## src/rtl/tetris_host.sv

```systemverilog
`default_nettype none
// ============================================================================
// Module   : tetris_host
// Brief    : Placement-request initiator. Owns a DEPTH x 10 board, drops pieces
//            by gravity and clears full rows.
// Revision : 1.0 - initial release
// ============================================================================
module tetris_host #(
    parameter int DEPTH        = 8,
    parameter int RESP_TIMEOUT = 15
) (
    input  logic        clk,
    input  logic        reset,
    input  logic        piece_valid,
    input  logic [3:0]  piece_type,
    output logic        piece_ready,
    output logic        req_to_client,
    output logic [3:0]  cur_block,
    output logic [9:0]  row1_info,
    output logic [9:0]  row2_info,
    input  logic        resp_from_client,
    input  logic [3:0]  opt_col,
    input  logic [1:0]  opt_rotation,
    output logic        game_over,
    output logic [15:0] lines_total,
    output logic [15:0] pieces_placed,
    output logic [7:0]  timeout_cnt,
    output logic        bad_resp
);

    localparam int c_RW = $clog2(DEPTH + 1);
    localparam int c_TW = $clog2(RESP_TIMEOUT + 1);
    localparam logic [c_RW-1:0] c_DEPTH_M1 = c_RW'(DEPTH - 1);
    localparam logic [c_TW-1:0] c_TMO_LAST = c_TW'(RESP_TIMEOUT - 1);

    typedef enum logic [2:0] {
        S_IDLE  = 3'd0,
        S_REQ   = 3'd1,
        S_DROP  = 3'd2,
        S_LAND  = 3'd3,
        S_CLEAR = 3'd4,
        S_OVER  = 3'd5
    } state_t;

    state_t                 r_state;
    logic                   r_piece_ready;
    logic                   r_req;
    logic [3:0]             r_cur_block;
    logic [DEPTH-1:0][9:0]  r_board;
    logic                   r_game_over;
    logic [15:0]            r_lines;
    logic [15:0]            r_pieces;
    logic [7:0]             r_tmo_cnt;
    logic                   r_bad_resp;
    logic [c_TW-1:0]        r_tmo;
    logic [c_RW-1:0]        r_row;
    logic [c_RW-1:0]        r_h;
    logic [9:0]             r_mask;
    logic                   r_first;
    logic [c_RW-1:0]        r_j;

    // Shape decode for the answer being latched; a timeout behaves as col 0 rot 0.
    logic [3:0]      w_col_req;
    logic [1:0]      w_rot;
    logic [3:0]      w_w;
    logic [c_RW-1:0] w_h;
    logic            w_clamp;
    logic [3:0]      w_col;
    logic [9:0]      w_mask_base;
    logic [9:0]      w_mask;

    assign w_col_req = resp_from_client ? opt_col : 4'd0;
    assign w_rot     = resp_from_client ? opt_rotation : 2'b00;

    always_comb begin
        w_w = 4'd2;
        w_h = c_RW'(2);
        if (r_cur_block == 4'd0) begin
            if (w_rot[0]) begin
                w_w = 4'd1;
                w_h = c_RW'(4);
            end else begin
                w_w = 4'd4;
                w_h = c_RW'(1);
            end
        end
    end

    assign w_clamp = ({1'b0, w_col_req} + {1'b0, w_w}) > 5'd10;
    assign w_col   = w_clamp ? (4'd10 - w_w) : w_col_req;

    always_comb begin
        case (w_w)
            4'd1:    w_mask_base = 10'b1000000000;
            4'd2:    w_mask_base = 10'b1100000000;
            default: w_mask_base = 10'b1111000000;
        endcase
    end

    assign w_mask = w_mask_base >> w_col;

    // Per-row occupancy, collision, full-row and shift terms.
    logic [c_RW-1:0]       w_row_top;
    logic [DEPTH-1:0]      w_in_cur;
    logic [DEPTH-1:0]      w_hit_cur;
    logic [DEPTH-1:0]      w_hit_below;
    logic [DEPTH-1:0]      w_full;
    logic [DEPTH-1:0]      w_at_j;
    logic [DEPTH-1:0][9:0] w_land_board;
    logic [DEPTH-1:0][9:0] w_shift_board;

    assign w_row_top = r_row + r_h;

    for (genvar k = 0; k < DEPTH; k++) begin : g_row
        localparam logic [c_RW-1:0] c_K  = c_RW'(k);
        localparam logic [c_RW-1:0] c_K1 = c_RW'(k + 1);

        assign w_in_cur[k]     = (c_K >= r_row) && (c_K < w_row_top);
        assign w_hit_cur[k]    = w_in_cur[k] && (|(r_board[k] & r_mask));
        assign w_hit_below[k]  = (c_K1 >= r_row) && (c_K1 < w_row_top) && (|(r_board[k] & r_mask));
        assign w_full[k]       = &r_board[k];
        assign w_at_j[k]       = (r_j == c_K);
        assign w_land_board[k] = w_in_cur[k] ? (r_board[k] | r_mask) : r_board[k];

        if (k == DEPTH - 1) begin : g_top
            assign w_shift_board[k] = (r_j <= c_K) ? 10'd0 : r_board[k];
        end else begin : g_mid
            assign w_shift_board[k] = (r_j <= c_K) ? r_board[k+1] : r_board[k];
        end
    end

    always_ff @(posedge clk) begin
        if (reset) begin
            r_state       <= S_IDLE;
            r_piece_ready <= 1'b0;
            r_req         <= 1'b0;
            r_cur_block   <= 4'd0;
            r_board       <= '0;
            r_game_over   <= 1'b0;
            r_lines       <= 16'd0;
            r_pieces      <= 16'd0;
            r_tmo_cnt     <= 8'd0;
            r_bad_resp    <= 1'b0;
            r_tmo         <= '0;
            r_row         <= '0;
            r_h           <= '0;
            r_mask        <= 10'd0;
            r_first       <= 1'b0;
            r_j           <= '0;
        end else begin
            r_piece_ready <= 1'b0;
            r_bad_resp    <= 1'b0;
            case (r_state)
                S_IDLE: begin
                    if (piece_valid && r_piece_ready) begin
                        r_cur_block <= piece_type;
                        r_req       <= 1'b1;
                        r_tmo       <= '0;
                        r_state     <= S_REQ;
                    end else begin
                        r_piece_ready <= !resp_from_client;
                    end
                end
                S_REQ: begin
                    // A response on the final timeout edge takes priority.
                    if (resp_from_client || (r_tmo == c_TMO_LAST)) begin
                        r_req      <= 1'b0;
                        r_row      <= c_RW'(DEPTH) - w_h;
                        r_h        <= w_h;
                        r_mask     <= w_mask;
                        r_first    <= 1'b1;
                        r_bad_resp <= w_clamp;
                        if (!resp_from_client && (r_tmo_cnt != 8'hFF)) begin
                            r_tmo_cnt <= r_tmo_cnt + 8'd1;
                        end
                        r_state    <= S_DROP;
                    end else begin
                        r_tmo <= r_tmo + c_TW'(1);
                    end
                end
                S_DROP: begin
                    r_first <= 1'b0;
                    if (r_first && (|w_hit_cur)) begin
                        r_game_over <= 1'b1;
                        r_state     <= S_OVER;
                    end else if ((r_row != '0) && !(|w_hit_below)) begin
                        r_row <= r_row - c_RW'(1);
                    end else begin
                        r_state <= S_LAND;
                    end
                end
                S_LAND: begin
                    r_board  <= w_land_board;
                    r_pieces <= r_pieces + 16'd1;
                    r_j      <= '0;
                    r_state  <= S_CLEAR;
                end
                S_CLEAR: begin
                    if (|(w_full & w_at_j)) begin
                        r_board <= w_shift_board;
                        if (r_lines != 16'hFFFF) begin
                            r_lines <= r_lines + 16'd1;
                        end
                    end else if (r_j == c_DEPTH_M1) begin
                        r_state       <= S_IDLE;
                        r_piece_ready <= !resp_from_client;
                    end else begin
                        r_j <= r_j + c_RW'(1);
                    end
                end
                S_OVER: begin
                    r_state <= S_OVER;
                end
                default: begin
                    r_state <= S_IDLE;
                end
            endcase
        end
    end

    assign piece_ready   = r_piece_ready;
    assign req_to_client = r_req;
    assign cur_block     = r_cur_block;
    assign row1_info     = r_board[0];
    assign row2_info     = r_board[1];
    assign game_over     = r_game_over;
    assign lines_total   = r_lines;
    assign pieces_placed = r_pieces;
    assign timeout_cnt   = r_tmo_cnt;
    assign bad_resp      = r_bad_resp;

endmodule
`default_nettype wire

```

## config.mk

```make
export PLATFORM = sky130hd
export DESIGN_NAME = tetris_host
export DESIGN_NICKNAME = d
export VERILOG_FILES = /design/src/rtl/tetris_host.sv
export SDC_FILE = /design/constraint.sdc
export NUM_CORES = 1
export LEC_CHECK = 0
export ABC_AREA = 1
export CORE_MARGIN = 2
export CORE_UTILIZATION = 40
export CTS_BUF_LIST = sky130_fd_sc_hd__clkbuf_8
export CTS_CLUSTER_DIAMETER = 50
export DETAILED_ROUTE_END_ITERATION = 12
export PLACE_DENSITY = 0.67
export REMOVE_ABC_BUFFERS = 1
export SLEW_MARGIN = 20
export SYNTH_ARGS = -nofsm -noshare
export SYNTH_HDL_FRONTEND = slang
export SYNTH_SLANG_ARGS = --single-unit
```

## constraint.sdc

```tcl
create_clock -name clk -period 7.84 [get_ports clk]
set_input_delay 1.176 -clock clk [delete_from_list [all_inputs] [get_ports clk]]
set_output_delay 1.176 -clock clk [all_outputs]
set_load 0.005 [all_outputs]
```

# == Word-level counts from Yosys, hierarchy flattened ==
# Cells that the tools add are included.
# classes
n_addsub,10
n_lt_le_gt_ge,27
eq_ne,43
shift,1
n_mux,52
bitwise_logic,19
n_reduce_logical,78
# op_table
cell,count
$mux 10,16
$pmux 80 s2,1
$and 10x10->10,8
$mux 80,1
$or 10x10->10,8
$reduce_and 10->1,8
$reduce_or 10->1,8
$ne 2x2->1 const B,25
$mux 4,9
$reduce_and 4->1,9
$add 16x1->16 const B,2
$mux 3,10
$logic_and 1x1->1,29
$pmux 4 s2,3
$reduce_or 8->1,3
$pmux 3 s6,1
$pmux 9 s2,1
$eq 4x3->1 const B,4
$ge 3x4->1 const A,4
$le 4x3->1 const B,4
$lt 3x4->1 const A,4
$ne 16x16->1 const B,1
$reduce_and 3->1,5
$eq 4x2->1 const B,3
36 further kinds,63
# totals
ff_bits,158
inputBits,14
out_inout_bits,68
wordCells,253

# == Logic depth before layout (Yosys ltp) ==
# Gate-level depths: netlist (run 1).
# logic_depth
depth_word,10
mapped_depth,22
ltp_nobuf,22

# == Worst setup path before layout (run 1) ==
# OpenSTA, ideal clock, no wires.
# synth_timing
path_kind,in2reg
from,input port resp_from_client
to,register r_mask[4]
setup_ps,57
t_arrival_ps,3336
required_ps,7783
slack_ps,4447
cell_stages,20
path_buffers,1
cell_sequence,buf_2 > nand2_1 > nor2_1 > ha_1 > fa_1 > nand2_1 > nand2_1 > nor2_1 > nand2_1 > nand2_1 > nand3_1 > nand2_1 > nand2_1 > nand2_1 > nand2_1 > nor2_1 > nand2_1 > nand3_1 > nand2_1 > inv_1
# synth_between
elab_chain_cells,7
elab_cells_between_ends,14
classes_between,add/sub (2); order compare (1); eq/ne (2); shift (1); mux (6); reduce/logical (2)
# synth_rtl
element,line_no,text
start: declaration,21,"input logic resp_from_client,"
$mux 1,73,assign w_rot = resp_from_client ? opt_rotation : 2'b00;
$mux 3,79,if (w_rot[0]) begin
$mux 3,78,if (r_cur_block == 4'd0) begin
$add 4x4->5,89,"assign w_clamp = ({1'b0, w_col_req} + {1'b0, w_w}) > 5'd10;"
$gt 5x4->1,89,
$mux 4,90,assign w_col = w_clamp ? (4'd10 - w_w) : w_col_req;
$shr 10x4->10,100,assign w_mask = w_mask_base >> w_col;
end signal: assignment,170,r_mask <= w_mask;
end: declaration,58,logic [9:0] r_mask;
# Several ways; a longest one is shown, not always the timed one.
# A chain may end at the register's enable or synchronous reset.

# == Final worst setup path (run 1) ==
# layout_timing
from,input port resp_from_client
to,register r_mask[7]
# The elaborated chain is that of the path after synthesis.

==> metrics.txt, run 1 <==
# TYPE chip_impl_metric gauge
chip_impl_info{name="path_type_of_the_worst_setup_path",value="primary input to flip-flop"} 1
chip_impl_metric{name="power_report.internal_total",unit="W"} 0.00129
chip_impl_metric{name="vdd.ir_drop.worst",unit="mV"} 0.125
chip_impl_metric{name="postCtsHoldBufs",unit=""} 0
chip_impl_metric{name="clock_tree.htree_level_count",unit=""} 4
chip_impl_metric{name="synth_area_per_cell",unit="sq um"} 6.31
chip_impl_metric{name="die_h",unit="microns"} 159
chip_impl_metric{name="ys.warnings.count",unit=""} 0
chip_impl_metric{name="sequential_area_share_after_synthesis",unit="%"} 32.5
chip_impl_metric{name="grt_max_degree",unit=""} 100
chip_impl_metric{name="worst_hold_slack",unit="ns"} 0.456
chip_impl_metric{name="power_frac_clock",unit="%"} 28.6
chip_impl_metric{name="critPathMaxFanout",unit=""} 8
chip_impl_metric{name="maxCapViolations",unit=""} 0
chip_impl_metric{name="power.density_cell_area",unit="nW/um^2"} 197
chip_impl_metric{name="port_buffers",unit=""} 80
chip_impl_metric{name="setup_violations",unit=""} 0
chip_impl_metric{name="layout.core_utilization",unit="%"} 46.1
chip_impl_metric{name="cts.reportedPaths.clkPinSlew",unit="ns"} 0.09
chip_impl_metric{name="power.share.switching",unit="%"} 39.9
chip_impl_metric{name="p_seq_share",unit="%"} 42.9
chip_impl_info{name="critical-path-top-delay-family",value="simple AND/OR/NAND/NOR gates"} 1
chip_impl_metric{name="worst_pin_slew",unit="ns"} 0.955
chip_impl_info{name="crit_chain",value="clkdlybuf4s50_1 > nand2_1 > nand2_1 > inv_1 > ha_1 > nand2_1 > nand2_1 > nor2_1 > nand2_1 > nand2_1 > nand3_1 > nand2_1 > nand2_1 > nand2_1 > nand2_1 > nor2_1 > nand3_1 > a21oi_1"} 1
chip_impl_metric{name="synth_cells",unit=""} 1532
chip_impl_info{name="path_common_cell",value="nand2_1"} 1
chip_impl_metric{name="final_antenna_net_count",unit=""} 0
chip_impl_metric{name="number_of_buffers_between_clock_root_and_the_deepest_sink",unit=""} 2
chip_impl_metric{name="drive_gt1_share",unit="%"} 4.11
chip_impl_metric{name="finalWirelength",unit="microns"} 27900
chip_impl_metric{name="total_power",unit="W"} 0.00214
chip_impl_metric{name="cts_sinks",unit=""} 157
chip_impl_metric{name="synth_seq_cells",unit=""} 157
chip_impl_metric{name="num_antenna_cells",unit=""} 0
chip_impl_metric{name="combined_area_of_all_synthesized_cells",unit="sq um"} 9660
chip_impl_metric{name="dpl_cell_area",unit="sq um"} 10500
chip_impl_metric{name="p_switching",unit="W"} 0.000855
chip_impl_info{name="status",value="complete, no violations"} 1
chip_impl_info{name="clk_root_buffer_cell",value="clkbuf_8"} 1
chip_impl_metric{name="worst_skew_pair.late_latency",unit="ns"} 0.47
chip_impl_metric{name="comb_power_share",unit="%"} 28.5
chip_impl_metric{name="slew_viol_final",unit=""} 0
chip_impl_metric{name="design.portCount",unit=""} 82
chip_impl_metric{name="placeableCoreArea",unit="sq um"} 23600
chip_impl_metric{name="postCtsSetupBuffers",unit=""} 0
chip_impl_metric{name="setup-tns-final",unit="ns"} 0
chip_impl_metric{name="final_critical_delay_including_setup_and_external_delays",unit="ns"} 3.82
chip_impl_metric{name="slew_headroom",unit="%"} 36.2
chip_impl_metric{name="ys_types",unit=""} 40
chip_impl_metric{name="fp.dieW",unit="microns"} 159
chip_impl_metric{name="cts-resized-gates",unit=""} 0
chip_impl_metric{name="dr.pass1.iters",unit=""} 8
chip_impl_metric{name="initialDrtViolationCount",unit=""} 763
chip_impl_metric{name="gp_routability_congestion",unit=""} 0.919
chip_impl_info{name="crit_path_top_delay_cell",value="clkdlybuf4s50_1"} 1
chip_impl_metric{name="grt_pass1_wl",unit="microns"} 46700
chip_impl_metric{name="layout_worst_path_cycle_share",unit="%"} 48.7
chip_impl_info{name="cts_tree",value="yes"} 1
chip_impl_metric{name="drc",unit=""} 0
chip_impl_metric{name="fp-row-count",unit=""} 56
chip_impl_metric{name="cts_inserted_buffers",unit=""} 17
chip_impl_metric{name="fin_worst_skew",unit="ns"} 0.0153
chip_impl_metric{name="drt-wirelength-per-cell",unit="microns"} 14.9
chip_impl_metric{name="routed-via-count",unit=""} 10100
chip_impl_metric{name="antenna_found_initial",unit=""} 0
chip_impl_metric{name="max_freq",unit="MHz"} 262
chip_impl_metric{name="post_drt_via_cell_ratio",unit=""} 5.39
chip_impl_metric{name="final_cell_area",unit="sq um"} 10900
chip_impl_info{name="timing.hold.worst.class",value="flip-flop to flip-flop"} 1
chip_impl_metric{name="hold_viol_final",unit=""} 0
chip_impl_metric{name="timing.critical_path.buf_inv",unit=""} 2
chip_impl_metric{name="die_area",unit="sq um"} 25400
chip_impl_metric{name="detailed_place_hpwl",unit="microns"} 19000
chip_impl_metric{name="worst_path_largest_cell_delay",unit="ns"} 0.70
chip_impl_metric{name="grt-ovfl-total",unit=""} 0
chip_impl_info{name="worstSetupEndpointType",value="flip-flop"} 1
chip_impl_metric{name="number_of_global_route_vias_before_repair",unit=""} 9424
chip_impl_metric{name="grt.total_usage",unit="%"} 21.8
chip_impl_metric{name="starting_density_of_the_core",unit="%"} 40.9
chip_impl_metric{name="final.fill_count",unit=""} 2532
chip_impl_metric{name="critical_path_required",unit="ns"} 8.23
chip_impl_metric{name="syn2layout_area_growth",unit="%"} 12.6
chip_impl_metric{name="finalNetCount",unit=""} 1583
chip_impl_info{name="rsz0062_at_grt",value="false"} 1
chip_impl_info{name="start_kind",value="primary input"} 1
chip_impl_metric{name="power.static_leakage",unit="nW"} 3.89
chip_impl_metric{name="critical_path_arrival",unit="ns"} 4.21
-- cell families after synthesis --
kind of cell / Yosys count / share of synthesized area, %
AND/OR/NAND/NOR: 759 / 34.4
buffers and inverters: 249 / 10.8
AO/OA/AOI/OAI: 325 / 17.4
adder cells (fa/ha/maj): 23 / 3.13
XOR/XNOR: 19 / 1.72
flip-flops: 157 / 32.5
-- cell usage in the layout (no fill, tap or decap), types with 2 or more instances in the layout --
cell type        netlist  layout
a211oi_1               2       2
a21oi_1              162     162
and3_1                 2       2
buf_4                 25      14
clkbuf_8               0      17
clkdlybuf4s50_1        0      79
clkinv_4               0       4
clkinvlp_4             0       2
dfxtp_1              157     157
fa_1                   2       2
ha_1                  21      21
inv_1                143     144
inv_2                  8       8
inv_6                  0       4
inv_8                  0       3
nand2_1              361     361
nand2_2                3       3
nand3_1              160     160
nand3b_1              10      10
nand4_1               46      46
nor2_1               126     126
nor2_2                 3       2
nor3_1                24      24
nor3_2                 2       2
nor4_1                18      18
o211ai_1               4       4
o21ai_0              140     140
o21ai_1                8       8
xnor2_1                8       8
xor2_1                11      11
-- flip-flops by register name, indices dropped and copies added (netlist names), 3 cells and up --
register / flops
r_board: 60
lines_total: 16
pieces_placed: 16
r_mask: 10
row1_info: 10
row2_info: 10
timeout_cnt: 8
cur_block: 4
r_j: 4
r_row: 4
r_tmo: 4
r_h: 3
r_state: 3
-- tightest hold or removal path: stages, from the launching register on --
cell and delay (ns):
dfxtp_1 0.32, inv_1 0.05, a21oi_1 0.05
-- path summary, 6_finish.rpt --
kind,start,endpoint,slack [ns],cells after the start
max reg2reg,r_j[1],r_board[68],4.12,13
max,resp_from_client,r_mask[7],4.02,18
min,game_over,game_over,0.46,2
min reg2reg,game_over,game_over,0.46,2
-- synth_stat cells, drive strengths merged --
master / instances / area share (%)
ha: 21 / 2.7
clkbuf: 55 / 2.1
nand3: 160 / 8.3
a22oi: 1 / 0.078
a211oi: 2 / 0.16
a31o: 1 / 0.091
and2: 1 / 0.065
o21ai: 148 / 7.7
nand3b: 10 / 0.78
buf: 43 / 2.8
o32ai: 1 / 0.091
o211ai: 4 / 0.31
o21a: 1 / 0.078
xnor2: 8 / 0.73
and3: 2 / 0.13
nor2b: 1 / 0.065
nand2: 364 / 14
o41ai: 1 / 0.091
o2bb2ai: 1 / 0.091
nor3b: 1 / 0.078
o211a: 1 / 0.10
a21oi: 162 / 8.4
nand4: 46 / 3.0
a311oi: 1 / 0.091
dfxtp: 157 / 33
o221a: 1 / 0.12
xor2: 11 / 1.0
inv: 151 / 5.9
nor3: 26 / 1.5
nor4: 19 / 1.3
nor2: 129 / 5.1
fa: 2 / 0.41
-- area by class of cell --
type	count	area (sq um)	area share, %
clock buffers	17	234	2.15
inverters	151	567	5.21
well taps	319	399	3.67
flip-flops and latches	157	3140	28.9
multi-input cells	1126	5480	50.4
clock inverters	15	153	1.40
repair buffers	93	896	8.24
-- stage by stage --
step / setup WS, ns / instances
finish: 4.02 / 1878
global route: 3.68 / 1878
CTS: 4.03 / 1878
detailed placement: 3.55 / 1846
global placement: 3.62 / 1846
floorplan: 4.05 / 1434
-- power groups by stage --
| stage | Combinational, W | Sequential [W] | Clock [W] |
|---|---|---|---|
| floorplan | 0.000428 | 0.000906 | 0 |
| detailed placement | 0.000601 | 0.000935 | 0 |
| CTS | 0.000605 | 0.000917 | 0.000627 |
| global placement | 0.000594 | 0.000935 | 0 |
| global route | 0.000696 | 0.000926 | 0.000654 |
| finish | 0.000611 | 0.000920 | 0.000614 |
-- layer usage --
layer	up-vias	share of wire, %	track usage (%)
met1	4653	47	29.3
li1	5126	-	-
met2	300	46	35.2
met5	-	0	0
met3	45	6.1	4.92
met4	0	1.6	6.20
(Power assumes the default switching activity.)
==> run 2, diff against run 1 <==
==> constraint.sdc (replaced) <==
create_clock -name clk -period 3.55 [get_ports clk]
set_input_delay 0.5325 -clock clk [delete_from_list [all_inputs] [get_ports clk]]
set_output_delay 0.5325 -clock clk [all_outputs]
set_load 0.005 [all_outputs]
==> run 2 against run 1 <==
Against the previous run: setup slack got worse by 3.6 ns; combinational power is 130% higher; sequential cell count unchanged; critical endpoint is now row2_info[7]; worst hold slack got worse by 0.0042 ns; die area unchanged; critical path depth decreased by 9; clock-buffer cell count unchanged; non-clock buffer count rose by 19; clock skew increased by 0.0063 ns; cell count grew 1.0%; register-to-register slack worse by 3.7 ns; largest power group unchanged; highest routed layer unchanged; clock power is 120% higher.
==> metrics.txt, run 2 (synthesized netlist as in run 1, its figures left out) <==
# TYPE chip_impl_metric gauge
chip_impl_info{name="status",value="complete, no violations"} 1
chip_impl_metric{name="critPathMaxFanout",unit=""} 11
chip_impl_metric{name="detailed_place_hpwl",unit="microns"} 20200
chip_impl_metric{name="syn2layout_area_growth",unit="%"} 14.1
chip_impl_metric{name="fin_worst_skew",unit="ns"} 0.0216
chip_impl_metric{name="vdd.ir_drop.worst",unit="mV"} 0.304
chip_impl_metric{name="finalWirelength",unit="microns"} 28700
chip_impl_metric{name="placeableCoreArea",unit="sq um"} 23600
chip_impl_metric{name="final.fill_count",unit=""} 2460
chip_impl_metric{name="cts_sinks",unit=""} 157
chip_impl_metric{name="port_buffers",unit=""} 80
chip_impl_metric{name="die_area",unit="sq um"} 25400
chip_impl_metric{name="grt-ovfl-total",unit=""} 0
chip_impl_metric{name="hold_viol_final",unit=""} 0
chip_impl_metric{name="postCtsHoldBufs",unit=""} 0
chip_impl_metric{name="post_drt_via_cell_ratio",unit=""} 5.39
chip_impl_metric{name="final_critical_delay_including_setup_and_external_delays",unit="ns"} 3.16
chip_impl_info{name="path_type_of_the_worst_setup_path",value="flip-flop to flip-flop"} 1
chip_impl_metric{name="met3_use_gr",unit="%"} 4.85
chip_impl_info{name="worstSetupEndpointType",value="flip-flop"} 1
chip_impl_metric{name="number_of_buffers_between_clock_root_and_the_deepest_sink",unit=""} 2
chip_impl_metric{name="grt.total_usage",unit="%"} 22.5
chip_impl_metric{name="grt_pass1_wl",unit="microns"} 47800
chip_impl_info{name="clk_root_buffer_cell",value="clkbuf_8"} 1
chip_impl_metric{name="max_freq",unit="MHz"} 316
chip_impl_metric{name="fp.dieW",unit="microns"} 159
chip_impl_metric{name="worst_pin_slew",unit="ns"} 0.945
chip_impl_metric{name="number_of_global_route_vias_before_repair",unit=""} 9443
chip_impl_metric{name="drive_gt1_share",unit="%"} 5.32
chip_impl_metric{name="initialDrtViolationCount",unit=""} 748
chip_impl_info{name="rsz0062_at_grt",value="false"} 1
chip_impl_info{name="layout.cells.most_common",value="nand2_1"} 1
chip_impl_metric{name="die_h",unit="microns"} 159
chip_impl_metric{name="layout.core_utilization",unit="%"} 46.7
chip_impl_info{name="top_usage_layer",value="met2"} 1
chip_impl_metric{name="antenna_found_initial",unit=""} 0
chip_impl_metric{name="critical_path_arrival",unit="ns"} 3.50
chip_impl_metric{name="slew_headroom",unit="%"} 36.9
chip_impl_metric{name="place.detailed.instances",unit=""} 1865
chip_impl_metric{name="layout_worst_path_cycle_share",unit="%"} 89.1
chip_impl_metric{name="gp_routability_congestion",unit=""} 0.916
chip_impl_metric{name="globalRouteMet1Util",unit="%"} 30.2
chip_impl_metric{name="critical_path_required",unit="ns"} 3.89
chip_impl_metric{name="cts.reportedPaths.clkPinSlew",unit="ns"} 0.09
chip_impl_metric{name="grt.met2_usage",unit="%"} 36.6
chip_impl_metric{name="grt_max_degree",unit=""} 97
chip_impl_metric{name="maxCapViolations",unit=""} 0
chip_impl_info{name="timing.hold.worst.class",value="flip-flop to flip-flop"} 1
chip_impl_metric{name="finalNetCount",unit=""} 1602
chip_impl_metric{name="dr.pass1.iters",unit=""} 5
chip_impl_metric{name="final_antenna_net_count",unit=""} 0
chip_impl_metric{name="routed-via-count",unit=""} 10200
chip_impl_metric{name="postCtsSetupBuffers",unit=""} 0
chip_impl_metric{name="starting_density_of_the_core",unit="%"} 40.9
chip_impl_metric{name="setup_violations",unit=""} 0
chip_impl_info{name="leading_cell_types_in_the_layout_fill_and_taps_excluded",value="361 x nand2_1, 162 x a21oi_1, 160 x nand3_1"} 1
chip_impl_metric{name="power.static_leakage",unit="nW"} 4.00
chip_impl_info{name="cts_tree",value="yes"} 1
chip_impl_metric{name="num_antenna_cells",unit=""} 0
chip_impl_metric{name="worst_skew_pair.late_latency",unit="ns"} 0.48
chip_impl_metric{name="drt-wirelength-per-cell",unit="microns"} 15.1
chip_impl_info{name="largest_register",value="r_board"} 1
chip_impl_metric{name="slew_viol_final",unit=""} 0
chip_impl_metric{name="power.density_cell_area",unit="nW/um^2"} 435
chip_impl_metric{name="clock_tree.htree_level_count",unit=""} 4
chip_impl_metric{name="worst_hold_slack",unit="ns"} 0.452
chip_impl_metric{name="cts_inserted_buffers",unit=""} 17
chip_impl_info{name="start_kind",value="flip-flop"} 1
chip_impl_metric{name="number_of_flip_flops_under_the_largest_register_name",unit=""} 60
chip_impl_metric{name="fp-row-count",unit=""} 56
chip_impl_metric{name="design.portCount",unit=""} 82
chip_impl_metric{name="drc",unit=""} 0
chip_impl_metric{name="cts-resized-gates",unit=""} 0
chip_impl_metric{name="layoutNonFillerInstCount",unit=""} 1897
run 2: stage by stage:
step	area, sq um	TNS, ns	total power (W)	setup slack [ns]
3_5_place_dp	10600	0	0.00344	0.0114
2_1_floorplan	9180	-5.94	0.00294	-0.244
3_3_place_gp	10600	0	0.00342	0.106
6_report	11000	0	0.00479	0.387
5_1_grt	11000	0	0.00510	0.0157
4_1_cts	11000	0	0.00480	0.441
run 2: worst max-delay path, stage by stage, from the launching register on:
cell	delay [ns]
dfxtp_1	0.53
ha_1	0.34
a21oi_1	0.26
nand3_1	0.25
nand4_1	0.22
a21oi_1	0.08
a21oi_1	0.69
nand2_1	0.43
nand2_1	0.14
a21oi_1	0.07
run 2: final timing paths:
check	slack, ns	from	end	cells after the start
hold / removal	0.45	game_over	game_over	2
setup / recovery	0.39	r_row[2]	row2_info[7]	9
setup reg to reg	0.39	r_row[2]	row2_info[7]	9
hold reg to reg	0.45	game_over	game_over	2
run 2: final cells by class:
type	count	area [sq um]	share of cell area [%]
clock buffers	17	234	2.12
clock inverters	15	149	1.35
well taps	319	399	3.62
multi-input cells	1126	5480	49.7
repair buffers	112	1050	9.53
inverters	151	567	5.14
flip-flops and latches	157	3140	28.5
run 2: report_power, final:
part,switching [W],leakage (nW),internal [W]
Clock,0.000787,0.196,0.000578
Combinational,0.000967,2.53,0.000448
Sequential,0.000162,1.27,0.00185
Total,0.00192,4.00,0.00288
run 2: metal layers:
layer  part of all wire (%)  up-vias  wire [microns]
met3                    7.0       37            2020
met4                    1.3        0             384
met5                      0        -               0
met2                     45      356           13000
li1                       -     5155               -
met1                     46     4680           13300
